File: src/rtl/cpu_clk_ctrl_pkg.sv
// Shared encodings for the CPU clock-enable / reset sequencer.
// The sequencer states, the run-mode codes and a mode-validity helper.
package cpu_clk_ctrl_pkg;

    typedef enum logic [1:0] {
        ST_RESET  = 2'd0,
        ST_IDLE   = 2'd1,
        ST_ACTIVE = 2'd2,
        ST_FINISH = 2'd3
    } state_e;

    typedef enum logic [1:0] {
        MODE_RUN   = 2'b00,
        MODE_STEP  = 2'b01,
        MODE_BURST = 2'b10,
        MODE_RSVD  = 2'b11
    } mode_e;

    function automatic logic mode_valid(input logic [1:0] mode);
        return mode != MODE_RSVD;
    endfunction

endpackage

File: src/rtl/cpu_clk_ctrl_div_tick.sv
// Divider counter for the CPU clock-enable: counts while enabled, restarts on clear,
// and flags the clock where the count reaches the latched divider value.
module cpu_clk_ctrl_div_tick #(
    parameter int DIV_WIDTH = 8
) (
    input  logic                 clk,
    input  logic                 rst,
    input  logic                 clr,
    input  logic                 en,
    input  logic [DIV_WIDTH-1:0] div,
    output logic                 match
);

    logic [DIV_WIDTH-1:0] div_cnt_q;
    logic [DIV_WIDTH-1:0] div_cnt_d;

    assign match = (div_cnt_q == div);

    always_comb begin
        div_cnt_d = div_cnt_q;
        if (clr) begin
            div_cnt_d = '0;
        end else if (en) begin
            div_cnt_d = match ? '0 : div_cnt_q + 1'b1;
        end
    end

    always_ff @(posedge clk or posedge rst) begin
        if (rst) begin
            div_cnt_q <= '0;
        end else begin
            div_cnt_q <= div_cnt_d;
        end
    end

endmodule

File: src/rtl/cpu_clk_ctrl.sv
// Clock-enable and reset sequencer for the single-cycle CPU: holds the core in reset,
// then issues divided ce pulses in free-run, single-step or burst mode.
module cpu_clk_ctrl
    import cpu_clk_ctrl_pkg::*;
#(
    parameter int DIV_WIDTH   = 8,
    parameter int BURST_WIDTH = 16,
    parameter int CYC_WIDTH   = 32,
    parameter int RST_CYCLES  = 4
) (
    input  logic                   inp_clk,
    input  logic                   inp_rst,
    input  logic [DIV_WIDTH-1:0]   inp_div,
    input  logic [1:0]             inp_mode,
    input  logic                   inp_go,
    input  logic [BURST_WIDTH-1:0] inp_burst_len,
    input  logic                   inp_halt,
    input  logic                   inp_soft_rst,
    output logic                   out_cpu_rst,
    output logic                   out_ce,
    output logic                   out_busy,
    output logic                   out_done,
    output logic [CYC_WIDTH-1:0]   out_cycles
);

    localparam int RCW = (RST_CYCLES > 1) ? $clog2(RST_CYCLES) : 1;
    localparam logic [RCW-1:0] RST_LAST = RCW'(RST_CYCLES - 1);

    state_e                 state_q, state_d;
    mode_e                  mode_q, mode_d;
    logic [RCW-1:0]         rst_cnt_q, rst_cnt_d;
    logic [DIV_WIDTH-1:0]   div_q, div_d;
    logic [BURST_WIDTH-1:0] burst_q, burst_d;
    logic [BURST_WIDTH-1:0] burst_cnt_q, burst_cnt_d;
    logic [CYC_WIDTH-1:0]   cycles_q, cycles_d;
    logic                   cpu_rst_q, busy_q, done_q;

    logic go_ok;
    logic div_match;
    logic burst_zero;
    logic burst_last;

    assign go_ok      = (state_q == ST_IDLE) && inp_go && mode_valid(inp_mode);
    assign burst_zero = (mode_q == MODE_BURST) && (burst_q == '0);
    assign burst_last = ((burst_cnt_q + 1'b1) == burst_q);

    // A zero-length burst must never tick, even with a divide-by-one setting.
    assign out_ce = (state_q == ST_ACTIVE) && div_match && !inp_halt && !burst_zero;

    cpu_clk_ctrl_div_tick #(
        .DIV_WIDTH (DIV_WIDTH)
    ) u_div_tick (
        .clk   (inp_clk),
        .rst   (inp_rst),
        .clr   (go_ok),
        .en    (state_q == ST_ACTIVE),
        .div   (div_q),
        .match (div_match)
    );

    always_comb begin
        state_d     = state_q;
        mode_d      = mode_q;
        rst_cnt_d   = rst_cnt_q;
        div_d       = div_q;
        burst_d     = burst_q;
        burst_cnt_d = burst_cnt_q;
        cycles_d    = out_ce ? cycles_q + 1'b1 : cycles_q;

        case (state_q)
            ST_RESET: begin
                if (rst_cnt_q == RST_LAST) begin
                    state_d = ST_IDLE;
                end else begin
                    rst_cnt_d = rst_cnt_q + 1'b1;
                end
            end
            ST_IDLE: begin
                if (go_ok) begin
                    state_d     = ST_ACTIVE;
                    mode_d      = mode_e'(inp_mode);
                    div_d       = inp_div;
                    burst_d     = inp_burst_len;
                    burst_cnt_d = '0;
                end
            end
            ST_ACTIVE: begin
                if (inp_halt || burst_zero) begin
                    state_d = ST_FINISH;
                end else if (out_ce) begin
                    burst_cnt_d = burst_cnt_q + 1'b1;
                    if (mode_q == MODE_STEP || (mode_q == MODE_BURST && burst_last)) begin
                        state_d = ST_FINISH;
                    end
                end
            end
            default: state_d = ST_IDLE;
        endcase

        // Soft reset overrides go and halt and abandons the run without a done pulse.
        if (state_q != ST_RESET && inp_soft_rst) begin
            state_d   = ST_RESET;
            rst_cnt_d = '0;
        end
    end

    always_ff @(posedge inp_clk or posedge inp_rst) begin
        if (inp_rst) begin
            state_q     <= ST_RESET;
            mode_q      <= MODE_RUN;
            rst_cnt_q   <= '0;
            div_q       <= '0;
            burst_q     <= '0;
            burst_cnt_q <= '0;
            cycles_q    <= '0;
            cpu_rst_q   <= 1'b1;
            busy_q      <= 1'b0;
            done_q      <= 1'b0;
        end else begin
            state_q     <= state_d;
            mode_q      <= mode_d;
            rst_cnt_q   <= rst_cnt_d;
            div_q       <= div_d;
            burst_q     <= burst_d;
            burst_cnt_q <= burst_cnt_d;
            cycles_q    <= cycles_d;
            cpu_rst_q   <= (state_d == ST_RESET);
            busy_q      <= (state_d == ST_ACTIVE);
            done_q      <= (state_d == ST_FINISH);
        end
    end

    assign out_cpu_rst = cpu_rst_q;
    assign out_busy    = busy_q;
    assign out_done    = done_q;
    assign out_cycles  = cycles_q;

endmodule

File: config.mk
export PLATFORM = sky130hd
export DESIGN_NAME = cpu_clk_ctrl
export DESIGN_NICKNAME = d
export VERILOG_FILES = /design/src/rtl/cpu_clk_ctrl_pkg.sv /design/src/rtl/cpu_clk_ctrl_div_tick.sv /design/src/rtl/cpu_clk_ctrl.sv
export SDC_FILE = /design/constraint.sdc
export NUM_CORES = 1
export LEC_CHECK = 0
export ABC_AREA = 1
export CORE_ASPECT_RATIO = 0.6
export CORE_MARGIN = 4
export CORE_UTILIZATION = 35
export CTS_CLUSTER_SIZE = 28
export DETAILED_ROUTE_END_ITERATION = 12
export GPL_TIMING_DRIVEN = 1
export PLACE_DENSITY_LB_ADDON = 0.12
export SLEW_MARGIN = 0
export SYNTH_ARGS = -nofsm -noshare
export SYNTH_HDL_FRONTEND = slang
export SYNTH_SLANG_ARGS = --single-unit
File: constraint.sdc
create_clock -name inp_clk -period 3.3 [get_ports inp_clk]
set_input_delay 0.66 -clock inp_clk [delete_from_list [all_inputs] [get_ports inp_clk]]
set_output_delay 0.66 -clock inp_clk [all_outputs]
set_load 0.02 [all_outputs]
==> results of run 1 <==
==> path summary, 6_finish.rpt <==
check,depth (start not counted),slack [ns],endpoint
worst max register to register,9,0.71,burst_cnt_q[6]$_DFFE_PP0P_
worst max-delay path,5,0.31,out_ce
worst min-delay path,1,0.48,rst_cnt_q[0]$_DFFE_PP0P_
max in group asynchronous,3,1.90,state_q[0]$_DFF_PP0_
worst min register to register,1,0.48,rst_cnt_q[0]$_DFFE_PP0P_
min in group asynchronous,2,0.72,out_cycles[17]$_DFFE_PP0P_
==> through the flow <==
| step | hold slack [ns] | worst slack (ns) | total power (W) |
|---|---|---|---|
| global placement | 0.462 | 0.410 | 0.00263 |
| finish | 0.482 | 0.308 | 0.00377 |
| floorplan | 0.451 | 0.335 | 0.00224 |
| CTS | 0.488 | 0.267 | 0.00381 |
| global route | 0.528 | 0.137 | 0.00405 |
| detailed placement | 0.479 | 0.395 | 0.00265 |
==> metal layers <==
layer  up-vias  wire length, microns  GRT usage
met5         -                     0          0
met3        11                   893     0.0431
met4         0                   104     0.0422
li1       2223                     -          -
met1      2151                  7440      0.287
met2       126                  5530      0.241
==> layout by cell type (no fill, tap or decap), drive strengths merged <==
| cell type | synthesis | final |
|---|---|---|
| nor3b | 1 | 1 |
| dfrtp | 88 | 88 |
| o22ai | 7 | 7 |
| nor2 | 59 | 59 |
| nand3b | 4 | 4 |
| nand3 | 44 | 44 |
| inv | 80 | 79 |
| ha | 4 | 4 |
| a211oi | 1 | 1 |
| nand4 | 20 | 20 |
| and3 | 1 | 1 |
| clkinv | 1 | 3 |
| buf | 6 | 8 |
| nor3 | 15 | 15 |
| a21oi | 12 | 12 |
| o21ai | 46 | 46 |
| and2 | 1 | 1 |
| xnor3 | 2 | 2 |
| nor4 | 9 | 9 |
| clkinvlp | 0 | 1 |
| xnor2 | 14 | 14 |
| bufinv | 0 | 2 |
| diode | 0 | 1 |
| clkdlybuf4s50 | 0 | 66 |
| dfstp | 1 | 1 |
| nand2 | 197 | 197 |
| xor2 | 27 | 27 |
| clkbuf | 6 | 12 |
==> final cells by class <==
type	count	area, sq um	share of cell area
repair buffers	74	733	0.118
inverters	81	305	0.0492
well taps	192	240	0.0387
diodes	1	2.50	0.000403
multi-input cells	464	2360	0.381
clock buffers	12	256	0.0413
flip-flops and latches	89	2230	0.359
clock inverters	4	76.3	0.0123
==> power breakdown <==
part	switching, W	internal (W)	total, W
clock network	0.000436	0.000707	0.00114
registers	0.000228	0.00135	0.00157
logic	0.000621	0.000429	0.00105
==> flip-flops by register name (all words and copies together) (netlist names) <==
name and count:
rst_cnt_q 2, state_q 2, out_cycles 32, out_done 1
mode_q 2, burst_q 16, u_div_tick.div_cnt_q 8, div_q 8
out_busy 1, out_cpu_rst 1, burst_cnt_q 16
==> kinds of logic (layout without fill, tap and decap cells) <==
| logic type | count (synthesis) | count (layout) |
|---|---|---|
| adder cells (fa/ha/maj) | 4 | 4 |
| buffers and inverters | 93 | 171 |
| flip-flops | 89 | 89 |
| AO/OA/AOI/OAI | 66 | 66 |
| other | 0 | 1 |
| XOR/XNOR | 43 | 43 |
| AND/OR/NAND/NOR | 351 | 351 |
==> cells in the mapped netlist (6+ instances only) <==
library cell,n
inv_1,79
o22ai_1,7
dfrtp_1,88
nor3_1,14
xor2_1,27
xnor2_1,14
nand2_1,191
nand4_1,20
nand3_1,44
nor4_1,9
clkbuf_1,6
a21oi_1,12
nor2_1,54
o21ai_0,44
==> worst reg2reg max path: cells and delay by family, from the launching register on <==
kind / cells / cell delay [ns]
AND/OR/NAND/NOR: 4 / 1.02
buffers and inverters: 3 / 0.81
flip-flops: 1 / 0.41
XOR/XNOR: 1 / 0.15
AO/OA/AOI/OAI: 1 / 0.09
==> results.md, run 1 <==
- Buf+Inv Stages, Crit Path: 1
- Worst Path Required: 2.64 ns
- Pin count of the biggest net entering global routing: 49
- DR pass1 iterations: 5
- DIE AREA: 0.0162 sq mm
- Synth cell types: 32
- Finished Cell Area: 0.00620 sq mm
- Synth area leaders: dfrtp_1 (44%), nand2_1 (14%), inv_1 (6.0%), xor2_1 (4.8%), nand3_1 (4.4%)
- Crit Path Class: register to primary output
- HP Class: register to register
- Synth top area share: 0.444
- Unrepaired setup endpoints after global routing: false
- Crit path launch type: register
- DRT iter0 DRCs: 435
- Clk_skew: 0.00761 ns
- Hpwl dp: 10700 microns
- First-pass GRT wire length: 22700 microns
- Total placed cells including tap cells: 900
- Dpl cell area: 0.00587 sq mm
- Row count: 33
- H-tree level count: 3
- Synth Area in Compound Gates: 0.0689
- Global route overflow: 0
- Worst path slowest cell: clkdlybuf4s50_1
- Post-synthesis simple-gate area fraction: 0.316
- Core Util, Final: 0.451
- Core Region: 0.0137 sq mm
- Detailed-route vias per instance: 4.92
- Hold Path Origin: rst_cnt_q[0]$_DFFE_PP0P_
- Worst skew pair latency: 0.34 ns
- EDFF count, synth: 0
- Fillers: 1381
- Count of hold-fix buffers inserted at cts: 0
- Largest family of logic cells by synthesized area: simple AND/OR/NAND/NOR gates
- Average size of a mapped cell: 7.67 sq um
- Clock transition at the registers of the reported paths: 0.06 ns
- # Post-CTS Setup Buffers: 0
- Antenna-violating nets left: 0
- Initial Util: 0.360
- Lkg Pwr: 2.81 nW
- Netlist Area Pre-Place: 0.00496 sq mm
- Crit path max-delay family: simple AND/OR/NAND/NOR gates
- Adder-cell share of the synthesized area: 0.0101
- Post-CTS resize count: 0
- Non-filler instance count after layout: 917
- Critical-path cell list: xor2_1, nor4_1, nand2_1, nor3_4, clkdlybuf4s50_1
- Placer Congestion: 0.978
- Clock period minus worst slack: 2.99 ns
- Die Height: 100 microns
- Slew @ Worst Pin: 0.665 ns
- Fin. Hold Viols: 0
- Ports: 67
- Share of layout cells above drive strength 1: 0.0525
- Yosys reg bits: 89
- Final period util: 0.907
- Max-cap violations: 0
- Initial antenna violation count: 0
- CTS tree: built
- Vias in the first global route: 4271
- Mapped Nets: 681
- CP max FO: 4
- WL/cell: 15.2 microns
- TritonCTS buffer count: 9
- Final net count: 754
- R2R Path Start: u_div_tick.div_cnt_q[0]$_DFFE_PP0P_
- Port bufs: 66
- Crit path from: u_div_tick.div_cnt_q[0]$_DFFE_PP0P_
- Status: completed
- Drt total wl: 14000 microns
- Slew Viols, Final: 0
- Syn Inst Count: 646
- Area leader, netlist: dfrtp_1
- Die X: 162 microns
- Clk sink count: 89
- Post-synth top flop: dfrtp_1
- Peak supply drop: 0.271 mV
- Critical Path AT: 2.33 ns
- Drc violations: 0
- Maximum clock rate: 334 MHz
- XOR/XNOR share of the synthesized area: 0.0815
- Buffer depth of the longest clock path: 2
- Pwr Density: 607 mW/mm^2
- Setup TNS: 0 ns
- Setup-violating endpoint count in the final report: 0
- GRT Util Overall: 0.179
- Root Driver: clkbuf_16
- Relative slew slack: 0.556
- Async set-reset flop share out of synthesis: 1.00
- Seq/Total Area, Yosys: 0.450
- Worst setup EP type: primary output
- Yosys warning total: 0
- Area Overhead vs Synth: 25.2%
- Mux share of post-synthesis cell area: 0
- CP peak stage delay: 0.66 ns
- DR vias: 4511
Note: power is estimated with default switching activity, not from simulation.
==> run 2, diff against run 1 <==
Settings changed: PLACE_DENSITY_LB_ADDON 0.12 to 0.1.
==> run 2 against run 1 <==
Clock power grew 5%. Critical path type unchanged. Sequential share of layout area shrank 0.058 points. Critical path depth is the same. Design area grew 0.16%.
==> results.md, run 2 (synthesis gave the netlist of run 1 again) <==
- CP peak stage delay: 0.54 ns (was 0.66 ns)
- Crit path max-delay family: simple AND/OR/NAND/NOR gates (unchanged)
- First-pass GRT wire length: 22600 microns (was 22700 microns)
- Hpwl dp: 10500 microns (was 10700 microns)
- TritonCTS buffer count: 9 (unchanged)
- Most frequent cells in the layout: nand2_1 (191), dfrtp_1 (88), inv_1 (78) (unchanged)
- Peak supply drop: 0.253 mV (was 0.271 mV)
- Initial Util: 0.360 (unchanged)
- Crit path launch type: register (unchanged)
- Setup TNS: 0 ns (unchanged)
- HP Class: register to register (unchanged)
- Inserted Diodes: 0 (was 1)
- Fin. Hold Viols: 0 (unchanged)
- Area Overhead vs Synth: 25.4% (was 25.2%)
- Status: completed (unchanged)
- Vias in the first global route: 4308 (was 4271)
- Max reg flops: 32 (unchanged)
- Slew @ Worst Pin: 0.621 ns (was 0.665 ns)
- Clock period minus worst slack: 2.98 ns (was 2.99 ns)
- DR vias: 4480 (was 4511)
- Count of hold-fix buffers inserted at cts: 0 (unchanged)
- Buffer depth of the longest clock path: 2 (unchanged)
- Max-cap violations: 0 (unchanged)
- Global route overflow: 0 (unchanged)
- CTS tree: built (unchanged)
- CP max FO: 3 (was 4)
- Most common cell after layout, fill and taps aside: nand2_1 (unchanged)
- Setup-violating endpoint count in the final report: 0 (unchanged)
- Clk sink count: 89 (unchanged)
- Clock transition at the registers of the reported paths: 0.07 ns (was 0.06 ns)
- Die Height: 100 microns (unchanged)
- Lkg Pwr: 2.81 nW (about the same)
- Worst skew pair latency: 0.34 ns (about the same)
- Core Region: 0.0137 sq mm (unchanged)
- Crit Path Class: register to primary output (unchanged)
- Share of layout cells above drive strength 1: 0.0525 (unchanged)
- DRT iter0 DRCs: 392 (was 435)
- DIE AREA: 0.0162 sq mm (unchanged)
- Maximum clock rate: 336 MHz (was 334 MHz)
- Final period util: 0.902 (was 0.907)
- Total placed cells including tap cells: 900 (unchanged)
- Worst path slowest cell: clkdlybuf4s50_1 (unchanged)
- WL/cell: 15.3 microns (was 15.2 microns)
- Worst Path Required: 2.64 ns (about the same)
- Fin Hold WS: 0.484 ns (was 0.482 ns)
- DR pass1 iterations: 5 (unchanged)
- GRT Util Overall: 0.177 (was 0.179)
- Root Driver: clkbuf_16 (unchanged)
- Slew Viols, Final: 0 (unchanged)
- Unrepaired setup endpoints after global routing: false (unchanged)
- Antenna-violating nets left: 0 (unchanged)
- Fillers: 1372 (was 1381)
- Final net count: 754 (unchanged)
- Ports: 67 (unchanged)
- Clk_skew: 0.00997 ns (was 0.00761 ns)
- Die X: 162 microns (unchanged)
- # Post-CTS Setup Buffers: 0 (unchanged)
- Post-CTS resize count: 0 (unchanged)
- Drt total wl: 14000 microns (about the same)
- Relative slew slack: 0.582 (was 0.556)
- Non-filler instance count after layout: 916 (was 917)
- Drc violations: 0 (unchanged)
- Pin count of the biggest net entering global routing: 56 (was 49)
- Port bufs: 66 (unchanged)
- Detailed-route vias per instance: 4.89 (was 4.92)
- Core Util, Final: 0.452 (was 0.451)
- Pwr Density: 618 mW/mm^2 (was 607 mW/mm^2)
- Critical Path AT: 2.32 ns (was 2.33 ns)
- Initial antenna violation count: 0 (unchanged)
- Critical-path cell list: nor4_1, nand4_1, nand2_1, nor3_4, clkdlybuf4s50_1 (was xor2_1, nor4_1, nand2_1, nor3_4, clkdlybuf4s50_1)
- Row count: 33 (unchanged)
- Placer Congestion: 0.927 (was 0.978)
- Worst setup EP type: primary output (unchanged)
- H-tree level count: 3 (unchanged)
- Buf+Inv Stages, Crit Path: 1 (unchanged)
-- run 2: changes by cell type in the layout (fill, tap and decap cells not counted) --
cell       previous run  this run
diode_2               1         0
clkbuf_8              2         1
clkinv_4              1         0
clkinv_2              1         2
bufinv_16             2         3
-- run 2: path summary, 6_finish.rpt --
path	cells after the start	endpoint	slack, ns	from
max	5	out_ce	0.32	burst_q[5]$_DFFE_PP0P_
min	1	rst_cnt_q[0]$_DFFE_PP0P_	0.48	rst_cnt_q[0]$_DFFE_PP0P_
min in group asynchronous	2	out_cycles[16]$_DFFE_PP0P_	0.57	inp_rst
max in group asynchronous	3	out_cpu_rst$_DFF_PP1_	2.10	inp_rst
max reg2reg	13	burst_cnt_q[7]$_DFFE_PP0P_	0.81	u_div_tick.div_cnt_q[2]$_DFFE_PP0P_
min reg2reg	1	rst_cnt_q[0]$_DFFE_PP0P_	0.48	rst_cnt_q[0]$_DFFE_PP0P_
-- run 2: final cells by class --
class	instances	area, sq um	share of cell area
flip-flops and latches	89	2230	0.359
inverters	81	305	0.0491
clock buffers	11	243	0.0391
clock inverters	5	103	0.0165
well taps	192	240	0.0387
repair buffers	74	733	0.118
multi-input cells	464	2360	0.380
-- run 2: through the flow --
step | cell area (sq um) | power [W] | setup slack, ns
after CTS | 6210 | 0.00387 | 0.308
after global placement | 5870 | 0.00263 | 0.416
after global routing | 6210 | 0.00410 | 0.167
after detailed placement | 5870 | 0.00265 | 0.397
final | 6210 | 0.00384 | 0.324
after floorplan | 4960 | 0.00224 | 0.335
-- run 2: power breakdown --
group / leakage (nW) / total, W / internal [W] / switching (W)
clock: 0.166 / 0.00120 / 0.000761 / 0.000444
sequential: 1.13 / 0.00158 / 0.00135 / 0.000230
combinational: 1.52 / 0.00106 / 0.000429 / 0.000630
total: 2.81 / 0.00384 / 0.00254 / 0.00130
-- run 2: metal layers --
metal | routed length (microns) | vias to the layer above | global-route usage
met5 | 0 | - | 0
met4 | 115 | 0 | 0.0325
met3 | 942 | 11 | 0.0492
met2 | 5420 | 138 | 0.239
met1 | 7500 | 2113 | 0.282
li1 | - | 2218 | -
